## config.mk

```make
export PLATFORM = sky130hd
export DESIGN_NAME = fft_sink_framer
export DESIGN_NICKNAME = d
export VERILOG_FILES = /design/src/rtl/fft_pkg.sv /design/src/rtl/fft_skid_buf.sv /design/src/rtl/fft_sink_framer.sv
export SDC_FILE = /design/constraint.sdc
export NUM_CORES = 1
export LEC_CHECK = 0
export CORE_MARGIN = 4
export CORE_UTILIZATION = 48
export DETAILED_ROUTE_END_ITERATION = 10
export HOLD_SLACK_MARGIN = 0.08
export PLACE_DENSITY = 0.83
export SLEW_MARGIN = 20
export SYNTH_ARGS = -nofsm -noshare
export SYNTH_HDL_FRONTEND = slang
export SYNTH_SLANG_ARGS = --single-unit
```

## constraint.sdc

```tcl
create_clock -name clk -period 4.8 [get_ports clk]
set_input_delay 0.96 -clock clk [delete_from_list [all_inputs] [get_ports clk]]
set_output_delay 0.96 -clock clk [all_outputs]
set_load 0.02 [all_outputs]
```

## src/rtl/fft_pkg.sv

```systemverilog
// Shared constants and state encoding for the FFT front-end framer.
package fft_pkg;
  localparam int FFT_LEN    = 65536;
  localparam int FFT_DATA_W = 16;
  localparam int CNT_W      = $clog2(FFT_LEN);

  typedef enum logic [1:0] {IDLE, STREAM, DRAIN, DONE} framer_state_t;
endpackage

```

## src/rtl/fft_skid_buf.sv

```systemverilog
// Two-entry registered skid buffer; read side is driven straight from the head register.
// Exposes next-cycle room/empty so the owner can register its own ready and drain decisions.
module fft_skid_buf #(
  parameter int W = 18
) (
  input  logic         clk,
  input  logic         rst_n,
  input  logic         wr_valid,
  input  logic [W-1:0] wr_data,
  output logic         room_next,
  output logic         empty_next,
  output logic         rd_valid,
  input  logic         rd_ready,
  output logic [W-1:0] rd_data
);

  logic [1:0]   cnt;
  logic [1:0]   cnt_nxt;
  logic [W-1:0] head_q;
  logic [W-1:0] skid_q;
  logic         push;
  logic         pop;

  // The writer only pushes while it holds a registered ready derived from room_next.
  assign push = wr_valid;
  assign pop  = rd_ready && (cnt != 2'd0);

  always_comb begin
    cnt_nxt = cnt;
    if (push && !pop)
      cnt_nxt = cnt + 2'd1;
    else if (pop && !push)
      cnt_nxt = cnt - 2'd1;
  end

  always_ff @(posedge clk) begin
    if (!rst_n) begin
      cnt    <= 2'd0;
      head_q <= '0;
      skid_q <= '0;
    end else begin
      cnt <= cnt_nxt;
      if (pop && cnt == 2'd2)
        head_q <= skid_q;
      else if (push && (cnt == 2'd0 || (pop && cnt == 2'd1)))
        head_q <= wr_data;
      if (push && ((cnt == 2'd1 && !pop) || (cnt == 2'd2 && pop)))
        skid_q <= wr_data;
    end
  end

  assign rd_valid   = (cnt != 2'd0);
  assign rd_data    = head_q;
  assign room_next  = (cnt_nxt != 2'd2);
  assign empty_next = (cnt_nxt == 2'd0);

endmodule

```

## src/rtl/fft_sink_framer.sv

```systemverilog
// Frames a free-running sample stream into FFT_LEN-sample Avalon-ST blocks with sop/eop,
// running a programmed number of frames (or until stopped) and never emitting a partial frame.
module fft_sink_framer #(
  parameter int FFT_LEN = fft_pkg::FFT_LEN,
  parameter int DATA_W  = fft_pkg::FFT_DATA_W,
  parameter int CNT_W   = $clog2(FFT_LEN)
) (
  input  logic              clk,
  input  logic              rst_n,
  input  logic              start,
  input  logic              stop,
  input  logic [15:0]       num_frames,
  input  logic              inverse_in,
  input  logic              in_valid,
  output logic              in_ready,
  input  logic [DATA_W-1:0] in_data,
  output logic              sink_valid,
  input  logic              sink_ready,
  output logic              sink_sop,
  output logic              sink_eop,
  output logic [DATA_W-1:0] sink_real,
  output logic [DATA_W-1:0] sink_imag,
  output logic [1:0]        sink_error,
  output logic              inverse,
  output logic              busy,
  output logic              done,
  output logic [15:0]       frames_done
);
  import fft_pkg::*;

  localparam logic [CNT_W-1:0] LAST_IDX = CNT_W'(FFT_LEN - 1);

  framer_state_t     state;
  framer_state_t     state_nxt;
  logic [CNT_W-1:0]  in_idx;
  logic [15:0]       frames_acc;
  logic [15:0]       nf_q;
  logic              stop_pend;
  logic              accept;
  logic              tag_sop;
  logic              tag_eop;
  logic              last_frame;
  logic              buf_room_nxt;
  logic              buf_empty_nxt;
  logic [DATA_W+1:0] buf_out;

  assign accept  = in_valid && in_ready;
  assign tag_sop = (in_idx == '0);
  assign tag_eop = (in_idx == LAST_IDX);

  // A stop arriving alongside the eop accept still ends the run on that frame.
  assign last_frame = stop_pend || stop ||
                      ((nf_q != 16'd0) && (16'(frames_acc + 16'd1) == nf_q));

  always_ff @(posedge clk) begin
    if (!rst_n)
      state <= IDLE;
    else
      state <= state_nxt;
  end

  always_comb begin
    state_nxt = state;
    case (state)
      IDLE:    if (start) state_nxt = STREAM;
      STREAM:  if (accept && tag_eop && last_frame) state_nxt = DRAIN;
      DRAIN:   if (buf_empty_nxt) state_nxt = DONE;
      DONE:    state_nxt = IDLE;
      default: state_nxt = IDLE;
    endcase
  end

  always_comb begin
    busy = (state != IDLE);
    done = (state == DONE);
  end

  always_ff @(posedge clk) begin
    if (!rst_n) begin
      in_ready    <= 1'b0;
      in_idx      <= '0;
      frames_acc  <= 16'd0;
      nf_q        <= 16'd0;
      stop_pend   <= 1'b0;
      inverse     <= 1'b0;
      frames_done <= 16'd0;
    end else begin
      // Registered ready: looks ahead at both the FSM and the buffer occupancy.
      in_ready <= (state_nxt == STREAM) && buf_room_nxt;

      if (state == IDLE && start) begin
        nf_q       <= num_frames;
        inverse    <= inverse_in;
        in_idx     <= '0;
        frames_acc <= 16'd0;
        stop_pend  <= 1'b0;
      end else if (state == STREAM) begin
        if (stop)
          stop_pend <= 1'b1;
        if (accept) begin
          in_idx <= in_idx + CNT_W'(1);
          if (tag_eop)
            frames_acc <= frames_acc + 16'd1;
        end
      end

      if (state == IDLE && start)
        frames_done <= 16'd0;
      else if (sink_valid && sink_ready && sink_eop)
        frames_done <= frames_done + 16'd1;
    end
  end

  fft_skid_buf #(
    .W (DATA_W + 2)
  ) u_skid (
    .clk        (clk),
    .rst_n      (rst_n),
    .wr_valid   (accept),
    .wr_data    ({tag_sop, tag_eop, in_data}),
    .room_next  (buf_room_nxt),
    .empty_next (buf_empty_nxt),
    .rd_valid   (sink_valid),
    .rd_ready   (sink_ready),
    .rd_data    (buf_out)
  );

  assign sink_sop   = buf_out[DATA_W+1];
  assign sink_eop   = buf_out[DATA_W];
  assign sink_real  = buf_out[DATA_W-1:0];
  assign sink_imag  = '0;
  assign sink_error = 2'b00;

endmodule

```

==> results.yml <==
detailed_routing:
  viasPerCell: 5.536
  avgRoutedWirePerCell_um: 14.53
  wirelength_um: 12190
  first_pass_iters: 7
  ant_nets: 0
  drtIter0Drc: 382
  vias: 4645
  drc: 0
power:
  power.density_mw_per_mm2: 334.9
  peakVddDrop_uv: 179.8
  p_leak_nw: 2.254
placed_design:
  place.gp.congestion: 0.8988
  io_buffers: 77
  hpwl_um: 8932
  place_inst: 823
cts:
  clk_root_buffer_cell: "clkbuf_8"
  cts_resized: 0
  cts_buffer_depth: 2
  tritoncts: "yes"
  numCtsBuffers: 9
  clk_pin_slew_ns: 0.11
  cts_setup_buffers: 0
  hold_buffers: 0
  ctsHtreeMaxLevel: 3
  cts.sinks: 107
  clk_latency_ns: 0.38
logic_synthesis:
  ys_ff_latch: 107
  synth_common_cells: "nand2_1, dfxtp_1, nor2_1"
  synth.avg_cell_area_sq_um: 8.129
  yosysSeqAreaShare_pct: 41.05
  synth.most_common_cell: "nand2_1"
  synth_top_area_cell: "dfxtp_1"
  synthFlopType: "dfxtp_1"
  synth_area_sq_mm: 0.005219
  synth.distinct_cells: 62
  netlist.area_leader.share_pct: 41.05
  synthCells: 642
  synth.area.top_cells: "dfxtp_1, nand2_1, xor2_1"
  synth_edf_count: 0
  ys_warn_count: 0
  synthArstFlopShare_pct: 0
sta:
  setup_tns_ns: 0
  drv_slew: 0
  period_minus_slack_ns: 3.183
  rsz0062_at_grt: "false"
  setup_viol: 0
  timing.final.crit_share_pct: 66.31
  fmax_mhz: 314.2
  slew_headroom_pct: 27.31
  hold_violations: 0
  clock_skew_ns: 0.01890
  worst_pin_slew_ns: 1.086
floorplanning:
  rows: 37
  die_w_um: 112.3
  die-area_sq_mm: 0.01260
  ios: 96
  core_sq_mm: 0.01046
  die_height_um: 112.3
  start_util_pct: 49.88
status:
  status: "finished clean"
worst_setup_path:
  critPathKind: "input port to flop"
  cp-start-kind: "input port"
  critPathRequiredTime_ns: 5.10
  cp_data_arrival_time_ns: 3.48
  path_max_fanout: 23
  crit_path_end_kind: "flop"
final_layout:
  stdcell_count: 839
  nets: 744
  syn_to_final_growth_pct: 18.29
  antenna_cells: 0
  drive_gt1_share_pct: 4.979
  finalCoreUtilization_pct: 59.00
  fill_cells: 928
global_route:
  grt_usage_pct: 18.98
  grt_max_degree: 55
  grt_pass1_vias: 4352
  grt_antenna_before_repair: 0
  grt_pass1_wl_um: 20340
  grt_overflow: 0
min_path:
  hp-class: "flop to flop"
flow_run:
  max_cap_viol_count: 0
-- report_power, final --
group,internal [W],total [W],switching [W]
Sequential,0.000954,0.00100,0.0000487
Clock,0.000210,0.000556,0.000346
Combinational,0.000217,0.000510,0.000293
Total,0.00138,0.00207,0.000688
-- path summary, 6_finish.rpt --
kind                             from                             to  slack (ns)  cells past startpoint
max                        sink_ready  u_skid.skid_q[2]$_SDFFE_PN0P_        1.62                      8
min              inverse$_SDFFE_PN0P_           inverse$_SDFFE_PN0P_        0.47                      2
max reg2reg  u_skid.cnt[1]$_SDFF_PN0_  u_skid.skid_q[2]$_SDFFE_PN0P_        2.02                      9
min reg2reg      inverse$_SDFFE_PN0P_           inverse$_SDFFE_PN0P_        0.47                      2
-- placed cells by master, fill, tap and decap left out, types with 3 or more instances in the layout --
cell and count:
nand2_1 121, dfxtp_1 107, clkdlybuf4s50_1 77, nor2_1 73, a21oi_1 50, xor2_1 38
a311oi_1 18, xnor2_1 18, nand3_1 18, conb_1 18, and3_1 15, nand4_1 15
inv_1 12, and2_1 9, clkbuf_8 9, o21ai_0 8, nor4_1 8, or3_1 7
ha_1 7, nor2b_1 5, buf_4 5, and4_1 4, a211oi_1 4, nand2b_1 4
inv_8 4, nor3_1 3, o22ai_1 3
-- layer usage --
metal	share of wire, %	track usage, %	vias up
met4	1.5	5.208	0
met5	0	0	-
met3	5.4	3.181	14
li1	-	-	2280
met2	48	31.11	152
met1	46	25.96	2199
-- area by class of cell --
cell class | instances | area, sq um | share of cell area (%)
clock buffers | 9 | 123.9 | 2.006
clock inverters | 7 | 77.57 | 1.257
inverters | 13 | 48.80 | 0.7904
multi-input cells | 485 | 2803 | 45.40
flip-flops and latches | 107 | 2142 | 34.70
well taps | 136 | 170.2 | 2.756
repair buffers | 82 | 808.3 | 13.09
-- stage by stage --
step | worst slack (ns) | power [W] | hold slack, ns | cell area [sq um]
floorplan | 2.328 | 0.001347 | 0.4367 | 5283
global placement | 1.547 | 0.001514 | 0.4416 | 5972
detailed placement | 1.319 | 0.001527 | 0.4532 | 5972
CTS | 1.698 | 0.002071 | 0.4697 | 6173
global route | 1.438 | 0.002171 | 0.4799 | 6173
finish | 1.617 | 0.002067 | 0.4655 | 6173
-- worst max-delay path, stage by stage --
cell	delay, ns
clkdlybuf4s50_1	0.50
nor2b_1	0.53
nand2_1	0.47
buf_4	0.36
a21oi_1	0.17
buf_4	0.23
nand2_1	0.09
a21oi_1	0.16
-- registers in the layout, indices dropped and copies added (netlist names) --
name / flops
in_idx: 16
nf_q: 16
frames_done: 16
inverse: 1
stop_pend: 1
u_skid.cnt: 2
in_ready: 1
u_skid.rd_data: 18
state: 2
u_skid.skid_q: 18
frames_acc: 16
-- cell families (layout without fill, tap and decap cells) --
family / count (synthesis) / in the layout / share of synthesized area (%)
adder cells (fa/ha/maj): 7 / 7 / 1.678
other: 1 / 18 / 0.07186
AND/OR/NAND/NOR: 299 / 299 / 27.19
buffers and inverters: 67 / 111 / 6.473
flip-flops: 107 / 107 / 41.05
multiplexers: 2 / 2 / 0.4076
XOR/XNOR: 58 / 58 / 10.29
AO/OA/AOI/OAI: 101 / 101 / 12.85
Note: power is estimated with default switching activity, not from simulation.
